===== src/rtl/carregador_bandeja_pkg.sv =====
// Shared types and constants for the tray loader: FSM state encoding,
// BCD digit widths and default tray capacity.
package bandeja_pkg;

  localparam int unsigned UNI_W       = 4;
  localparam int unsigned DEZ_W       = 2;
  localparam int unsigned CAP_DEZ_DEF = 2;
  localparam int unsigned CAP_UNI_DEF = 9;

  typedef enum logic [2:0] {
    S_IDLE,
    S_REQUEST,
    S_RELEASE,
    S_FULL,
    S_ERROR
  } estado_t;

endpackage


===== src/rtl/carregador_bandeja_if.sv =====
// Handshake and status bundle between the tray loader and its environment
// (feeder acks, consumer removals, BCD level and status flags).
interface carregador_bandeja_if;
  import bandeja_pkg::*;

  logic             iniciar;
  logic             peca_ok;
  logic             retirar;
  logic             pedido;
  logic [UNI_W-1:0] unidades_bandeja;
  logic [DEZ_W-1:0] dezenas_bandeja;
  logic             cheia;
  logic             vazia;
  logic             ocupado;
  logic             erro;

  modport master (
    output iniciar, peca_ok, retirar,
    input  pedido, unidades_bandeja, dezenas_bandeja, cheia, vazia, ocupado, erro
  );

  modport slave (
    input  iniciar, peca_ok, retirar,
    output pedido, unidades_bandeja, dezenas_bandeja, cheia, vazia, ocupado, erro
  );

endinterface


===== src/rtl/carregador_bandeja_contador.sv =====
// Two-digit BCD up/down counter holding the tray level; saturates at 00
// and at the configured capacity. Simultaneous inc and dec hold the level.
module bcd_contador_ud
  import bandeja_pkg::*;
#(
  parameter int unsigned CAP_DEZENAS  = CAP_DEZ_DEF,
  parameter int unsigned CAP_UNIDADES = CAP_UNI_DEF
) (
  input  logic             clk,
  input  logic             rst_i,
  input  logic             inc_i,
  input  logic             dec_i,
  output logic [UNI_W-1:0] unidades_o,
  output logic [DEZ_W-1:0] dezenas_o,
  output logic             cheia_o,
  output logic             vazia_o
);

  localparam logic [UNI_W-1:0] CAP_U = UNI_W'(CAP_UNIDADES);
  localparam logic [DEZ_W-1:0] CAP_D = DEZ_W'(CAP_DEZENAS);

  logic [UNI_W-1:0] uni_q, uni_d;
  logic [DEZ_W-1:0] dez_q, dez_d;

  assign cheia_o    = (dez_q == CAP_D) && (uni_q == CAP_U);
  assign vazia_o    = (dez_q == '0) && (uni_q == '0);
  assign unidades_o = uni_q;
  assign dezenas_o  = dez_q;

  always_comb begin
    uni_d = uni_q;
    dez_d = dez_q;
    if (inc_i && !dec_i && !cheia_o) begin
      if (uni_q == UNI_W'(9)) begin
        uni_d = '0;
        dez_d = dez_q + 1'b1;
      end else begin
        uni_d = uni_q + 1'b1;
      end
    end else if (dec_i && !inc_i && !vazia_o) begin
      if (uni_q == '0) begin
        uni_d = UNI_W'(9);
        dez_d = dez_q - 1'b1;
      end else begin
        uni_d = uni_q - 1'b1;
      end
    end
  end

  always_ff @(posedge clk) begin
    if (rst_i) begin
      uni_q <= '0;
      dez_q <= '0;
    end else begin
      uni_q <= uni_d;
      dez_q <= dez_d;
    end
  end

endmodule


===== src/rtl/carregador_bandeja.sv =====
// Tray loader: requests items from a feeder one handshake at a time until the
// tray is full. Optional watchdog enabled by defining CARREGADOR_TIMEOUT_EN.
module carregador_bandeja
  import bandeja_pkg::*;
#(
  parameter int unsigned CAP_DEZENAS    = CAP_DEZ_DEF,
  parameter int unsigned CAP_UNIDADES   = CAP_UNI_DEF,
  parameter int unsigned TIMEOUT_CICLOS = 1000
) (
  input  logic                 clk,
  input  logic                 reset,
  carregador_bandeja_if.slave  bus
);

  if (CAP_UNIDADES > 9 || CAP_DEZENAS > 3 || TIMEOUT_CICLOS == 0) begin : g_param_invalido
    $error("carregador_bandeja: invalid capacity digits or zero timeout");
  end

  estado_t estado_q, estado_d;
  logic    inc;
  logic    cheia;
  logic    vazia;
  logic    timeout;

  assign inc = (estado_q == S_REQUEST) && bus.peca_ok;

  bcd_contador_ud #(
    .CAP_DEZENAS  (CAP_DEZENAS),
    .CAP_UNIDADES (CAP_UNIDADES)
  ) u_nivel (
    .clk        (clk),
    .rst_i      (reset),
    .inc_i      (inc),
    .dec_i      (bus.retirar),
    .unidades_o (bus.unidades_bandeja),
    .dezenas_o  (bus.dezenas_bandeja),
    .cheia_o    (cheia),
    .vazia_o    (vazia)
  );

`ifdef CARREGADOR_TIMEOUT_EN
  localparam int unsigned WD_W = $clog2(TIMEOUT_CICLOS + 1);

  logic [WD_W-1:0] wdog_q, wdog_d;
  logic            em_espera;
  logic            entrada;

  assign em_espera = (estado_q == S_REQUEST) || (estado_q == S_RELEASE);
  assign entrada   = ((estado_d == S_REQUEST) || (estado_d == S_RELEASE)) && (estado_d != estado_q);
  // Fires on the last allowed waiting cycle, so ERROR is entered exactly
  // TIMEOUT_CICLOS cycles after the last entry or increment.
  assign timeout   = em_espera && (wdog_q == WD_W'(TIMEOUT_CICLOS - 1));

  always_comb begin
    wdog_d = '0;
    if (em_espera && !entrada && !inc) begin
      wdog_d = wdog_q + 1'b1;
    end
  end

  always_ff @(posedge clk) begin
    if (reset) begin
      wdog_q <= '0;
    end else begin
      wdog_q <= wdog_d;
    end
  end

  assign bus.erro = (estado_q == S_ERROR);
`else
  assign timeout  = 1'b0;
  assign bus.erro = 1'b0;
`endif

  always_comb begin
    estado_d = estado_q;
    unique case (estado_q)
      S_IDLE, S_ERROR: begin
        if (bus.iniciar) begin
          estado_d = cheia ? S_FULL : S_REQUEST;
        end
      end
      S_REQUEST: begin
        if (bus.peca_ok) begin
          estado_d = S_RELEASE;
        end else if (timeout) begin
          estado_d = S_ERROR;
        end
      end
      S_RELEASE: begin
        if (!bus.peca_ok) begin
          estado_d = cheia ? S_FULL : S_REQUEST;
        end else if (timeout) begin
          estado_d = S_ERROR;
        end
      end
      S_FULL: begin
        // A removal racing the RELEASE->FULL edge can leave FULL below capacity.
        if (!cheia || (bus.retirar && !vazia)) begin
          estado_d = S_IDLE;
        end
      end
      default: estado_d = S_IDLE;
    endcase
  end

  always_ff @(posedge clk) begin
    if (reset) begin
      estado_q <= S_IDLE;
    end else begin
      estado_q <= estado_d;
    end
  end

  assign bus.pedido  = (estado_q == S_REQUEST);
  assign bus.ocupado = (estado_q == S_REQUEST) || (estado_q == S_RELEASE);
  assign bus.cheia   = cheia;
  assign bus.vazia   = vazia;

endmodule


===== src/flat_wrapper.sv =====
// flat-port wrapper written by rule: the top's interface ports become plain ports
module carregador_bandeja_flat import bandeja_pkg::*;
#(
  parameter int unsigned CAP_DEZENAS    = CAP_DEZ_DEF,
  parameter int unsigned CAP_UNIDADES   = CAP_UNI_DEF,
  parameter int unsigned TIMEOUT_CICLOS = 1000
)
  (clk, reset, bus_iniciar, bus_peca_ok, bus_retirar, bus_pedido, bus_unidades_bandeja, bus_dezenas_bandeja, bus_cheia, bus_vazia, bus_ocupado, bus_erro);
  carregador_bandeja_if bus_i ();
  input  logic clk;
  input  logic reset;
  input wire logic [$bits(bus_i.iniciar)-1:0] bus_iniciar;
  input wire logic [$bits(bus_i.peca_ok)-1:0] bus_peca_ok;
  input wire logic [$bits(bus_i.retirar)-1:0] bus_retirar;
  output wire logic [$bits(bus_i.pedido)-1:0] bus_pedido;
  output wire logic [$bits(bus_i.unidades_bandeja)-1:0] bus_unidades_bandeja;
  output wire logic [$bits(bus_i.dezenas_bandeja)-1:0] bus_dezenas_bandeja;
  output wire logic [$bits(bus_i.cheia)-1:0] bus_cheia;
  output wire logic [$bits(bus_i.vazia)-1:0] bus_vazia;
  output wire logic [$bits(bus_i.ocupado)-1:0] bus_ocupado;
  output wire logic [$bits(bus_i.erro)-1:0] bus_erro;
  assign bus_i.iniciar = bus_iniciar;
  assign bus_i.peca_ok = bus_peca_ok;
  assign bus_i.retirar = bus_retirar;
  assign bus_pedido = bus_i.pedido;
  assign bus_unidades_bandeja = bus_i.unidades_bandeja;
  assign bus_dezenas_bandeja = bus_i.dezenas_bandeja;
  assign bus_cheia = bus_i.cheia;
  assign bus_vazia = bus_i.vazia;
  assign bus_ocupado = bus_i.ocupado;
  assign bus_erro = bus_i.erro;
  carregador_bandeja #(.CAP_DEZENAS(CAP_DEZENAS), .CAP_UNIDADES(CAP_UNIDADES), .TIMEOUT_CICLOS(TIMEOUT_CICLOS)) u_core (.clk(clk), .reset(reset), .bus(bus_i));
endmodule

===== config.mk =====
export PLATFORM = sky130hd
export DESIGN_NAME = carregador_bandeja_flat
export DESIGN_NICKNAME = d
export VERILOG_FILES = /design/src/rtl/carregador_bandeja_pkg.sv /design/src/rtl/carregador_bandeja_if.sv /design/src/rtl/carregador_bandeja_contador.sv /design/src/rtl/carregador_bandeja.sv /design/src/flat_wrapper.sv
export SDC_FILE = /design/constraint.sdc
export NUM_CORES = 1
export LEC_CHECK = 0
export CORE_MARGIN = 5
export CORE_UTILIZATION = 47
export CTS_CLUSTER_SIZE = 10
export DETAILED_ROUTE_END_ITERATION = 10
export GPL_ROUTABILITY_DRIVEN = 0
export GPL_TIMING_DRIVEN = 1
export PLACE_DENSITY = 0.73
export SLEW_MARGIN = 30
export SYNTH_ARGS = -nofsm -noshare
export SYNTH_HDL_FRONTEND = slang
export SYNTH_SLANG_ARGS = --single-unit

===== constraint.sdc =====
create_clock -name clk -period 3.67 [get_ports clk]
set_clock_uncertainty 0.1 [all_clocks]
set_input_delay 0.5505 -clock clk [delete_from_list [all_inputs] [get_ports clk]]
set_output_delay 0.5505 -clock clk [all_outputs]
set_load 0.03 [all_outputs]

* Word level (Yosys, flattened, before mapping)
Index checks and enable logic that the tools add are counted.
** Storage, ports and cells
- Bits in registers :: 9
- Latch bits :: 0
- Bits in writable memories :: 0
- Memory bits (read-only) :: 0
- Input port bits :: 5
- Logic and storage cells :: 54
- Memories :: 0
** Operators by class
- Add/sub/neg operators :: 4
- Multipliers :: 0
- Div/mod/pow operators :: 0
- $lt $le $gt $ge :: 0
- Eq/ne operators :: 11
- Shift-type cells :: 0
- Mux-type cells :: 14
- Bitwise operators :: 0
- Reductions and logical operators :: 22
** Operators with widths (number)
- $mux 4 :: 4
- $mux 3 :: 4
- $pmux 3 s4 :: 1
- $mux 2 :: 5
- $logic_and 1x1->1 :: 8
- $eq 3x2->1 const B :: 2
- $ne 2x2->1 const B :: 3
- $add 4x1->4 const B :: 1
- $eq 4x4->1 const B :: 1
- $logic_not 1->1 :: 4
- $logic_not 4->1 :: 1
- $ne 2x1->1 const B :: 2
- $reduce_and 4->1 :: 1
- $reduce_bool 2->1 :: 2
- $sub 4x1->4 const B :: 1
- $eq 3x1->1 const B :: 1
- $eq 3x3->1 const B :: 1
- $logic_not 3->1 :: 1
- $reduce_and 3->1 :: 1
- $add 2x1->2 const B :: 1
- $eq 2x2->1 const B :: 1
- $logic_not 2->1 :: 1
- $logic_or 1x1->1 :: 2
- $reduce_or 2->1 :: 1
- $sub 2x1->2 const B :: 1

* Logic depth before layout (Yosys ltp)
Gate-level depths: netlist (run 1).
- Depth after elaboration :: 7
- Gate-level depth with buffers :: 6

* Modules after synthesis
From an unflattened synthesis (run 1), not the netlist that was laid out.
** Second synthesis, totals
- Cell total of the unflattened synthesis :: 82
- Area total of the unflattened synthesis :: 748.2 um^2
** By module, submodules not included
- bcd_contador_ud :: instances 1, cells each 59, area each 526.8 um^2
- carregador_bandeja :: instances 1, cells each 23, area each 221.5 um^2

* Least setup slack after synthesis (run 1)
No wires, ideal clock.
- Path kind :: reg-to-output
- Start :: register u_core.u_nivel.uni_q[3] (netlist: u_core.u_nivel.unidades_o[3])
- End :: output port bus_vazia
- Arrival time :: 1788 ps
- Required time :: 3019 ps
- Slack :: 1232 ps
- Stages on the path, launching flop included :: 4
- Path through :: dfxtp_1 buf_6 or4_4 nor3_1
** On the way
- Longest elaborated chain between the ends :: 2
** Ends and longest elaborated chain
- from (decl) :: RTL line carregador_bandeja_contador.sv:22 : logic [UNI_W-1:0] uni_q, uni_d;
- from (signal assigned) :: RTL line carregador_bandeja_contador.sv:55 : uni_q <= uni_d;
- $logic_not 4->1 :: RTL line carregador_bandeja_contador.sv:26 : assign vazia_o = (dez_q == '0) && (uni_q == '0);
- $logic_and 1x1->1 :: RTL line carregador_bandeja_contador.sv:26
- to (decl) :: RTL line flat_wrapper.sv:19 : output wire logic [$bits(bus_i.vazia)-1:0] bus_vazia;
No other way between the ends.

* Worst setup path after layout (run 1)
- Start :: register u_core.u_nivel.uni_q[0] (netlist: u_core.u_nivel.unidades_o[0])
- End :: output port bus_vazia
Same word-level chain as after synthesis.

==> impl_metrics.ini, run 1 <==
[global_routing]
grt_pass1_vias = 651
grt_max_degree = 17
antenna_found_initial = 0
overflow = 0
grt_pass1_wl_um = 3049
grt_usage_pct = 14.79

[worst_setup_path]
arrival_ns = 2.20
cp-end-kind = output port
critical_path_class = register to output port
required_ns = 3.02
crit_fanout = 16
timing.critical_path.from_type = register

[synthesis]
yosysTopAreaCellShare_pct = 20.78
syn_inst = 93
avgSynthCellArea_sq_um = 8.288
async_reset_ff_share_pct = 0
synth_commonest_cells = 8 x dfxtp_1, 7 x a21oi_1, 6 x inv_1
ys_warn_count = 0
synth-main-ff-cell = dfxtp_1
synth_cell_types = 47
yosysSeqAreaShare_pct = 20.78
synth_seq_cells = 8
synth_edf_count = 0
syn-cell-area_sq_um = 770.7
synth_area_leaders = dfxtp_1 21%, ha_1 8.1%, a21oi_1 4.5%, o311ai_4 3.4%, nor3_1 3.2%
synth.largest_area_cell = dfxtp_1
synth_nets = 103
yosys.cell_count.top_type = dfxtp_1

[floorplanning]
io_pins = 16
die_w_um = 50.50
initial_utilization_pct = 50.57
die_h_um = 50.50
rows = 14
die_area_sq_mm = 0.002550
core_area_sq_mm = 0.001524

[route]
wl_met3_um = 90
ant_nets = 0
avgRoutedWirePerCell_um = 14.66
via_count = 736
wl_um = 1744
firstDrtPassIters = 4
wl_met1_um = 874
vias_per_cell = 6.185
dr.max_layer_used = met4
drt-initial-drc-count = 26
drcViolationCount = 0
wl_met2_um = 749

[clock_network]
cts.sinks = 8
ctsRootBufferMaster = clkbuf_4
tritoncts = done
cts_max_level = 1
clk_pin_slew_ns = 0.07
clockBufferDepth = 2
cts_setup_buffers = 0
ctsResizeCount = 0
cts_buffers = 3
cts_hold_buf = 0
worstSkewPairLatency_ns = 0.26

[power_and_ir_drop]
ir_worst_vdd_uv = 402.5
leakage_nw = 0.3192
cellPowerDensity_mw_per_mm2 = 826.3

[placed_design]
dp_slack_ns = 1.098
dp_hpwl_um = 1240
port_buffers = 14
dpl_cell_area_sq_um = 892.1

[timing]
max_slew.worst_pin.slew_ns = 0.5122
setup_viol = 0
setup_tns_ns = 0
hold_ws_ns = 0.4583
maxSlewHeadroom_pct = 65.54
max_freq_ghz = 0.3503
period_share_pct = 77.78
finalHoldViolations = 0
fin_crit_ns = 2.854
rsz0062_at_grt = no
fin_ws_ns = 0.8156
maxSlewViolCount = 0

[layout]
diodes = 0
drive_gt1_share_pct = 11.65
layout.nets = 115
fin_area_sq_um = 914.6
area_growth_pct = 18.67

[run_status]
status = finished, final reports clean

[min_path]
hp-class = register to register

[job]
drv_cap = 0
per-layer routing:
layer / vias to the layer above / GRT usage, %
li1: 371 / -
met1: 343 / 21.77
met2: 18 / 20.45
met3: 4 / 2.959
met4: 0 / 6.383
met5: - / 0
cell families after synthesis:
group / share of synthesized area, %
AOI/OAI and AO/OA: 32.30
adders and majority gates: 8.117
buffers and inverters: 7.953
DFF: 20.78
muxes: 1.299
other: 0.4865
and+or+nand+nor: 29.06
stage by stage:
step | utilization (%) | power (mW) | instances
2_1_floorplan | - | 0.5615 | 93
3_3_place_gp | 58.54 | 0.6735 | 116
3_5_place_dp | 58.54 | 0.6821 | 116
4_1_cts | 60.02 | 0.7539 | 119
5_1_grt | 60.02 | 0.8199 | 119
6_report | 60.02 | 0.7558 | 119
cell usage in the layout, fill, tap and decap left out, drive strengths merged, types with 2 or more instances in the layout:
master / count
clkbuf: 3
a21oi: 7
o211ai: 2
nand4: 2
o21ai: 4
o21bai: 2
nand2b: 3
or4: 3
nor2: 4
inv: 6
nor4: 2
nand2: 5
dfxtp: 8
ha: 5
nand3: 2
a21o: 2
nor3: 5
clkdlybuf4s50: 14
power by group:
part / total, mW / internal [mW] / switching [mW]
Combinational: 0.501 / 0.232 / 0.269
Clock: 0.0703 / 0.0375 / 0.0327
Sequential: 0.184 / 0.113 / 0.0717
Total: 0.756 / 0.383 / 0.373
worst max-delay path: stages, from the launching register on:
cell and delay (ns):
dfxtp_1 0.47, or4_4 0.63, nor3_1 0.14, clkdlybuf4s50_1 0.69
cell type report:
type                            instances  area [sq um]
Inverter                                6         22.52
Tap cell                               16         20.02
Timing Repair Buffer                   14         140.1
Clock buffer                            3         22.52
Sequential cell                         8         160.2
Fill cell                             140         609.3
Multi-Input combinational cell         72         549.3
path summary, 6_finish.rpt:
check,startpoint,to,slack (ns),cells after the start
worst max-delay path,u_core.u_nivel.unidades_o[0]$_SDFFE_PP0P_,bus_vazia,0.82,3
worst min-delay path,u_core.estado_q[1]$_SDFFE_PP0P_,u_core.estado_q[1]$_SDFFE_PP0P_,0.46,2
worst max register to register,u_core.u_nivel.unidades_o[0]$_SDFFE_PP0P_,u_core.u_nivel.unidades_o[3]$_SDFFE_PP0P_,1.65,4
worst min register to register,u_core.estado_q[1]$_SDFFE_PP0P_,u_core.estado_q[1]$_SDFFE_PP0P_,0.46,2
registers in the layout (all words and copies together), names as in the netlist:
name                       count
u_core.u_nivel.unidades_o      4
u_core.u_nivel.dezenas_o       2
u_core.estado_q                2
Power figures use the tool's default switching activity.
==> run 2: changes to the inputs <==
==> constraint.sdc (replaced) <==
create_clock -name clk -period 2.75 [get_ports clk]
set_clock_uncertainty 0.1 [all_clocks]
set_input_delay 0.4125 -clock clk [delete_from_list [all_inputs] [get_ports clk]]
set_output_delay 0.4125 -clock clk [all_outputs]
set_load 0.03 [all_outputs]
==> run 2 against run 1 <==
Clock power is 29% higher. Combinational power is 43% higher. Routed wire length is 9.7% higher. First-iteration DRC count is 65% higher. Clock-buffer cell count stayed put. Critical path type unchanged.
==> impl_metrics.ini, run 2 (same netlist as run 1, synthesis figures left out) <==
[timing]
period_share_pct = 87.99
finalHoldViolations = 0
maxSlewViolCount = 0
maxSlewHeadroom_pct = 63.61
rsz0062_at_grt = no
fin_ws_ns = 0.3301
setup_tns_ns = 0
max_freq_ghz = 0.4132
fin_crit_ns = 2.420
max_slew.worst_pin.slew_ns = 0.5409
setup_viol = 0

[route]
drcViolationCount = 0
avgRoutedWirePerCell_um = 15.82
wl_um = 1914
via_count = 764
vias_per_cell = 6.314
ant_nets = 0
firstDrtPassIters = 5
drt-initial-drc-count = 43

[worst_setup_path]
r2r_slack_ns = 0.84
crit_fanout = 11
cpMaxStageDelayCell = clkdlybuf4s50_1
critical-path-max-stage-delay_ns = 0.68
r2r_start = u_core.estado_q[1]$_SDFFE_PP0P_
path_buf_inv = 1
required_ns = 2.24
timing.critical_path.from_type = register
arrival_ns = 1.91
crit_family = buffers and inverters
cp-end-kind = output port
critical_path.startpoint = u_core.u_nivel.unidades_o[3]$_SDFFE_PP0P_
critical_path_class = register to output port
crit_chain = nand4bb_1, nor2_1, clkdlybuf4s50_1

[clock_network]
cts_max_level = 1
cts.sinks = 8
worstSkewPairLatency_ns = 0.26
clk_pin_slew_ns = 0.06
ctsRootBufferMaster = clkbuf_4
clockBufferDepth = 2
cts_setup_buffers = 0
cts_buffers = 3
tritoncts = done

[layout]
layout.nets = 117
diodes = 0
most-common-layout-cells = 13 x clkdlybuf4s50_1, 8 x dfxtp_1, 7 x a21oi_1, 6 x inv_1
drive_gt1_share_pct = 13.33
area_growth_pct = 20.94
final_common_cell = clkdlybuf4s50_1
largest_register_ffs = 4

[job]
drv_cap = 0

[global_routing]
antenna_found_initial = 0
grt_max_degree = 16
grt_usage_pct = 15.65
grt_pass1_vias = 698
grt_pass1_wl_um = 3201
overflow = 0

[floorplanning]
io_pins = 16
rows = 14
die_w_um = 50.50
die_area_sq_mm = 0.002550
die_h_um = 50.50
initial_utilization_pct = 50.57
core_area_sq_mm = 0.001524

[run_status]
status = finished, final reports clean

[placed_design]
port_buffers = 14
dp_slack_ns = 0.4152
dp_hpwl_um = 1357

[min_path]
min_from = u_core.estado_q[1]$_SDFFE_PP0P_
hp-class = register to register

[power_and_ir_drop]
leakage_nw = 0.3350
ir_worst_vdd_uv = 616.6
cellPowerDensity_mw_per_mm2 = 1098
[run 2: cell types whose count changed in the layout (fill, tap and decap cells not counted)]
cell	previous run	this run
buf_4	0	2
clkdlybuf4s50_1	14	13
dlymetal6s2s_1	0	1
[run 2: path summary, 6_finish.rpt]
check,end,cells past startpoint
min reg2reg,u_core.estado_q[1]$_SDFFE_PP0P_,2
max,bus_cheia,3
min,u_core.estado_q[1]$_SDFFE_PP0P_,2
max reg2reg,u_core.estado_q[0]$_SDFFE_PP0P_,6
[run 2: metrics by stage]
stage	hold WS [ns]	instance area [sq um]	total power [mW]	cells	util, %
after global routing	0.4758	932.1	1.111	121	61.17
after floorplan	0.4001	770.7	0.7494	93	-
after detailed placement	0.4439	907.1	0.9315	118	59.52
final	0.4482	932.1	1.024	121	61.17
after CTS	0.4518	929.6	1.026	121	61.00
after global placement	0.4410	907.1	0.9151	118	59.52
[run 2: routing by layer]
metal	share of wire (%)	vias up	global-route usage (%)	wire length, um
met1	44	352	22.56	850
met2	45	34	22.52	867
met3	8.5	6	2.959	162
li1	-	372	-	-
met4	1.7	0	6.383	33
met5	0	-	0	0
[run 2: layout make-up]
class                           count  area, sq um
Clock buffer                        3        22.52
Timing Repair Buffer               16        157.7
Inverter                            6        22.52
Tap cell                           16        20.02
Fill cell                         145        591.8
Sequential cell                     8        160.2
Multi-Input combinational cell     72        549.3
[run 2: where the power goes]
group	switching, mW	leakage [nW]	total (mW)	internal, mW
registers	0.0689	0.0653	0.219	0.150
clock network	0.0409	0.0138	0.0909	0.0500
logic	0.396	0.256	0.714	0.317
[run 2: repair_timing]
item	4_1_cts	5_1_grt
resized for setup	0	1
hold buffers	0	0
setup endpoints to repair	0	1
[run 2: worst reg2reg max path: stages, from the launching register on]
cell and delay, ns:
dfxtp_1 0.42, inv_1 0.09, ha_1 0.25, mux2i_1 0.13, o21ai_0 0.16, or4_1 0.53
a21oi_1 0.16
==> run 3: changes to the inputs <==
--- a/config.mk
+++ b/config.mk
@@ -11,6 +11,7 @@
 export DETAILED_ROUTE_END_ITERATION = 10
 export GPL_ROUTABILITY_DRIVEN = 0
 export GPL_TIMING_DRIVEN = 1
+export HOLD_SLACK_MARGIN = 0.06
 export PLACE_DENSITY = 0.73
 export SLEW_MARGIN = 30
 export SYNTH_ARGS = -nofsm -noshare
==> results of run 3 <==
Final layout, timing and power as in run 2 (identical DEF).
